<file path="config.mk">
export PLATFORM = sky130hd
export DESIGN_NAME = sum_sq_bcd_conv
export DESIGN_NICKNAME = d
export VERILOG_FILES = /design/src/rtl/sum_sq_bcd_conv_pkg.sv /design/src/rtl/sum_sq_bcd_conv_add3.sv /design/src/rtl/sum_sq_bcd_conv.sv
export SDC_FILE = /design/constraint.sdc
export NUM_CORES = 1
export LEC_CHECK = 0
export CORE_ASPECT_RATIO = 1.4
export CORE_MARGIN = 1
export CORE_UTILIZATION = 54
export CTS_BUF_LIST = sky130_fd_sc_hd__clkbuf_8
export DETAILED_ROUTE_END_ITERATION = 10
export PLACE_DENSITY = 0.79
export SYNTH_ARGS = -nofsm -noshare
export SYNTH_HDL_FRONTEND = slang
export SYNTH_SLANG_ARGS = --single-unit
</file>
<file path="constraint.sdc">
create_clock -name clk -period 4.78 [get_ports clk]
set_clock_uncertainty 0.05 [all_clocks]
set_input_delay 1.434 -clock clk [delete_from_list [all_inputs] [get_ports clk]]
set_output_delay 1.434 -clock clk [all_outputs]
set_load 0.005 [all_outputs]
</file>
<file path="src/rtl/sum_sq_bcd_conv_pkg.sv">
// ============================================================================
// Package : sum_sq_pkg
// Shared defaults, FSM state type and 7-segment codes for sum_sq_bcd_conv.
// Revision: 1.0 - initial release
// ============================================================================
`default_nettype none

package sum_sq_pkg;

   localparam int SUM_SQ_IN_W   = 11;
   localparam int SUM_SQ_DIGITS = 4;

   typedef enum logic [1:0] {
      ST_IDLE  = 2'd0,
      ST_SHIFT = 2'd1,
      ST_DONE  = 2'd2
   } state_t;

   // Segment bit order: bit0 = a ... bit6 = g, active high.
   localparam logic [6:0] SEG_0     = 7'b0111111;
   localparam logic [6:0] SEG_1     = 7'b0000110;
   localparam logic [6:0] SEG_2     = 7'b1011011;
   localparam logic [6:0] SEG_3     = 7'b1001111;
   localparam logic [6:0] SEG_4     = 7'b1100110;
   localparam logic [6:0] SEG_5     = 7'b1101101;
   localparam logic [6:0] SEG_6     = 7'b1111101;
   localparam logic [6:0] SEG_7     = 7'b0000111;
   localparam logic [6:0] SEG_8     = 7'b1111111;
   localparam logic [6:0] SEG_9     = 7'b1101111;
   localparam logic [6:0] SEG_BLANK = 7'b0000000;

   function automatic logic [6:0] seg_of(input logic [3:0] digit);
      logic [6:0] code;
      case (digit)
         4'd0:    code = SEG_0;
         4'd1:    code = SEG_1;
         4'd2:    code = SEG_2;
         4'd3:    code = SEG_3;
         4'd4:    code = SEG_4;
         4'd5:    code = SEG_5;
         4'd6:    code = SEG_6;
         4'd7:    code = SEG_7;
         4'd8:    code = SEG_8;
         4'd9:    code = SEG_9;
         default: code = SEG_BLANK;
      endcase
      return code;
   endfunction

endpackage

`default_nettype wire

</file>
<file path="src/rtl/sum_sq_bcd_conv_add3.sv">
// ============================================================================
// Module  : bcd_add3_nibble
// Double-dabble correction for one BCD digit: values of 5 or more get +3.
// Revision: 1.0 - initial release
// ============================================================================
`default_nettype none

module bcd_add3_nibble (
   input  logic [3:0] i_nib,
   output logic [3:0] o_nib
);

   assign o_nib = (i_nib >= 4'd5) ? (i_nib + 4'd3) : i_nib;

endmodule

`default_nettype wire

</file>
<file path="src/rtl/sum_sq_bcd_conv.sv">
// ============================================================================
// Module  : sum_sq_bcd_conv
// Bit-serial binary-to-BCD (double-dabble) converter with valid/ready on both
// sides. Optional 7-segment output enabled by SUM_SQ_BCD_SEVSEG_EN.
// Revision: 1.0 - initial release
// ============================================================================
`default_nettype none

module sum_sq_bcd_conv
   import sum_sq_pkg::*;
#(
   parameter int IN_W   = SUM_SQ_IN_W,
   parameter int DIGITS = SUM_SQ_DIGITS
) (
   input  logic                  clk,
   input  logic                  rst,
   input  logic                  in_valid,
   output logic                  in_ready,
   input  logic [IN_W-1:0]       in_bin,
   output logic                  out_valid,
   input  logic                  out_ready,
   output logic [4*DIGITS-1:0]   out_bcd,
   output logic                  busy
`ifdef SUM_SQ_BCD_SEVSEG_EN
   ,
   output logic [7*DIGITS-1:0]   seg
`endif
);

   localparam int CNT_W = $clog2(IN_W + 1);
   localparam int BCD_W = 4 * DIGITS;

   if (10 ** DIGITS <= (2 ** IN_W) - 1) begin : g_bad_digits
      $error("sum_sq_bcd_conv: DIGITS=%0d too small for IN_W=%0d", DIGITS, IN_W);
   end

   state_t                r_state;
   state_t                w_state_nxt;
   logic [IN_W-1:0]       r_bin;
   logic [BCD_W-1:0]      r_bcd;
   logic [BCD_W-1:0]      r_out_bcd;
   logic [CNT_W-1:0]      r_cnt;
   logic [BCD_W-1:0]      w_bcd_adj;
   logic [BCD_W+IN_W-1:0] w_comb_shf;
   logic [BCD_W-1:0]      w_bcd_shf;
   logic [IN_W-1:0]       w_bin_shf;
   logic                  w_last;

   for (genvar g = 0; g < DIGITS; g++) begin : g_add3
      bcd_add3_nibble u_add3 (
         .i_nib (r_bcd[4*g +: 4]),
         .o_nib (w_bcd_adj[4*g +: 4])
      );
   end

   // The DIGITS constraint guarantees the top adjusted bit is zero, so
   // dropping it in the shift loses nothing.
   assign w_comb_shf = {w_bcd_adj, r_bin} << 1;
   assign w_bcd_shf  = w_comb_shf[BCD_W+IN_W-1:IN_W];
   assign w_bin_shf  = w_comb_shf[IN_W-1:0];
   assign w_last     = (r_cnt == CNT_W'(1));

   always_ff @(posedge clk or posedge rst) begin
      if (rst) begin
         r_state <= ST_IDLE;
      end else begin
         r_state <= w_state_nxt;
      end
   end

   always_comb begin
      w_state_nxt = r_state;
      in_ready    = 1'b0;
      busy        = 1'b0;
      out_valid   = 1'b0;
      case (r_state)
         ST_IDLE: begin
            in_ready = 1'b1;
            if (in_valid) begin
               w_state_nxt = ST_SHIFT;
            end
         end
         ST_SHIFT: begin
            busy = 1'b1;
            if (w_last) begin
               w_state_nxt = ST_DONE;
            end
         end
         ST_DONE: begin
            out_valid = 1'b1;
            if (out_ready) begin
               w_state_nxt = ST_IDLE;
            end
         end
         default: begin
            w_state_nxt = ST_IDLE;
         end
      endcase
   end

   always_ff @(posedge clk or posedge rst) begin
      if (rst) begin
         r_bin     <= '0;
         r_bcd     <= '0;
         r_cnt     <= '0;
         r_out_bcd <= '0;
      end else begin
         case (r_state)
            ST_IDLE: begin
               if (in_valid) begin
                  r_bin <= in_bin;
                  r_bcd <= '0;
                  r_cnt <= CNT_W'(IN_W);
               end
            end
            ST_SHIFT: begin
               r_bcd <= w_bcd_shf;
               r_bin <= w_bin_shf;
               r_cnt <= r_cnt - CNT_W'(1);
               if (w_last) begin
                  r_out_bcd <= w_bcd_shf;
               end
            end
            default: begin
            end
         endcase
      end
   end

   assign out_bcd = r_out_bcd;

`ifdef SUM_SQ_BCD_SEVSEG_EN
   logic w_lead_zero;

   // Scan from the most significant digit; blank until the first non-zero
   // digit, and never blank the units digit.
   always_comb begin
      seg         = '0;
      w_lead_zero = 1'b1;
      for (int d = DIGITS - 1; d >= 0; d--) begin
         if ((r_out_bcd[4*d +: 4] != 4'd0) || (d == 0)) begin
            w_lead_zero = 1'b0;
         end
         seg[7*d +: 7] = w_lead_zero ? SEG_BLANK : seg_of(r_out_bcd[4*d +: 4]);
      end
   end
`endif

endmodule

`default_nettype wire

</file>
==> impl_results.md <==
- Status: completed
- Fin worst setup slack: 1200 ps
- Die Area: 4740 µm²
- Hold WS: 437 ps
- Antenna diodes: 0
- First drt pass iteration count: 4
- Syn nets: 272
- Final #Nets: 301
- Via count: 1816
- Fmax: 0.279 GHz
- Initial antenna violation count: 0
- Lkg Pwr: 1.22 nW
- RSZ-0062 raised after global routing: no
- Pwr Total: 1.85 mW
- CTS buffer count: 5
- EDFF count, synth: 0
- Worst setup path endpoint: busy
- Final setup fails: 0
- Ys flop type: dfrtp_1
- Synth cell types: 28
- Setup bufs post-CTS: 0
- Max-slew violations: 0
- H-tree Lvls: 2
- Residual DRC: 0
- Layout area overhead: 18.4%
- DR WL/cell: 13.1 µm
- Top cells by count, synth: dfrtp_1, nand2_1, o21ai_0
- Starting Density: 56.9%
- Top cells by area, synth: dfrtp_1, o21ai_0, nand2_1, ha_1, mux2_2
- Area leader, netlist: dfrtp_1
- CP max FO: 20
- Crit-path cells: nand2b_1 -> buf_4 -> inv_1 -> clkdlybuf4s50_1
- IO buf count: 33
- Post-DP HPWL: 3020 µm
- Peak supply drop: 0.309 mV
- Worst setup SP type: flip-flop
- Max_slew headroom: 34.9%
- Clock Tree Buf Depth: 2
- Kind of critical path: flip-flop to output port
- Pwr/cell area: 649 nW/µm²
- Hold-fix buffers at CTS: 0
- Quantity of gates resized following cts: 0
- Clock Sinks: 49
- Via/cell ratio: 5.40
- Placer Congestion: 0.776
- Post-synthesis cell count: 247
- Dpl ws: 1540 ps
- DRT antenna net count: 0
- First-pass GRT wire length: 8110 µm
- FILL cells: 344
- Synth Register Bits: 49
- Final WL: 4400 µm
- Worst EP arrival: 2090 ps
- R2R Setup Slk: 2810 ps
- Part of the cycle the worst path needs: 74.9%
- Worst reg2reg path startpoint: r_state[1]
- Setup_tns: 0 ps
- CP max-delay cell: dfrtp_1
- Layout cell share with drive strength beyond 1: 9.42%
- Endpoints failing hold: 0
- Synth top area share: 50.9%
- Crit. Startpoint: r_state[1]
- Die height: 81.1 µm
- Placed Cells: 329
- Total of max-cap violations: 0
- Clock root cell: clkbuf_8
- Syn Std Cell Area: 2410 µm²
- Clock-pin slew on the worst setup and hold paths: 80 ps
- Worst-Margin Slew: 974 ps
- Worst Hold Depth: 2
- CTS tree: yes
- Count leader, synth: dfrtp_1
- FFs w/ async S/R, synth: 100%
- Vias in the first global route: 1863
- Worst setup EP type: output port
- Largest net degree at the start of global routing: 50
- Core area: 4240 µm²
- Crit-path max cell delay: 590 ps
- Sequential element share of the synthesized area: 50.9%
- Drt first-iter violations: 78
- Mapped Avg Cell Area: 9.76 µm²
- # rows: 28
- CP Data Required Time: 3300 ps
- Clock insertion delay at the later pin of the skew report: 300 ps
- Register-to-Register Path Depth: 2
- Die width: 58.5 µm
- Synth warnings: 0
- Fin cells: 336
- Tot GR Track Use: 22.5%
- Min Tclk post-route: 3580 ps
- I/O pin cnt: 34
- Crit Reg-Reg Endpoint: out_bcd[5]
- Class of the worst hold path: flip-flop to flip-flop
- GRT overflow: 0
[sequential cells by signal, summed over array words and instances, names as in the netlist]
| signal | count |
|---|---|
| out_bcd | 16 |
| r_bcd | 16 |
| r_bin | 11 |
| r_cnt | 4 |
| r_state | 2 |
[cells in the final DEF (no fill, tap or decap)]
master / n
o21ai_1: 6
o21ai_2: 1
a22oi_1: 1
nand2b_1: 6
xnor2_1: 4
nor3b_1: 13
nand2_4: 1
nand3b_1: 1
o21bai_2: 1
o21ai_0: 32
mux2_2: 9
nor2_1: 9
nand2_1: 35
nor4_4: 1
inv_1: 14
dfrtp_1: 49
nor2b_1: 1
clkbuf_8: 6
a21oi_1: 19
inv_2: 1
a22o_1: 6
buf_4: 3
or4_1: 1
or3b_2: 3
ha_1: 10
a31oi_1: 4
clkdlybuf4s50_1: 33
nor3_1: 6
[metrics by stage]
stage               utilization, %  cell area [µm²]
finish                        67.4             2860
global route                  67.4             2860
CTS                           67.4             2860
detailed placement            65.3             2770
global placement              65.3             2770
floorplan                        -             2410
[worst min-delay path by stage]
stage / start / to / slack [ps]
finish: out_bcd[10] / out_bcd[10] / 440
global placement: out_bcd[0] / out_bcd[0] / 410
CTS: out_bcd[2] / out_bcd[2] / 440
global route: r_bin[2] / r_bin[2] / 470
detailed placement: out_bcd[2] / out_bcd[2] / 420
floorplan: r_bin[1] / r_bin[1] / 400
[per-layer routing]
layer / global-route usage [%] / part of all wire, % / routed length [µm]
met5: 0 / 0 / 0
met4: 12.6 / 2.3 / 102
met3: 3.18 / 3.4 / 149
met2: 39.0 / 52 / 2280
met1: 26.7 / 43 / 1870
[power by group]
part	switching, mW	leakage (nW)	total (mW)	internal (mW)
Combinational	0.423	0.557	0.860	0.437
Clock	0.127	0.0485	0.240	0.113
Sequential	0.151	0.618	0.753	0.602
[critical path: cells and delay by family, from the launching register on]
| family | cells | cell delay (ps) |
|---|---|---|
| and+or+nand+nor | 1 | 240 |
| buffers and inverters | 3 | 960 |
| DFF | 1 | 590 |
[cell type report]
class,instances,area (µm²),area share [%]
Clock buffer,6,82.6,2.89
Clock inverter,1,3.75,0.131
Inverter,14,52.6,1.84
Multi-Input combinational cell,170,1060,37.2
Sequential cell,49,1230,42.9
Tap cell,60,75.1,2.63
Timing Repair Buffer,36,353,12.4
[logic make-up after synthesis]
kind of cell	share of synthesized area, %
adder cells (fa/ha/maj)	5.19
flip-flops	50.9
AO/OA/AOI/OAI	16.0
XOR/XNOR	1.45
multiplexers	4.20
buffers and inverters	5.24
AND/OR/NAND/NOR	17.0
(Power assumes the default switching activity.)
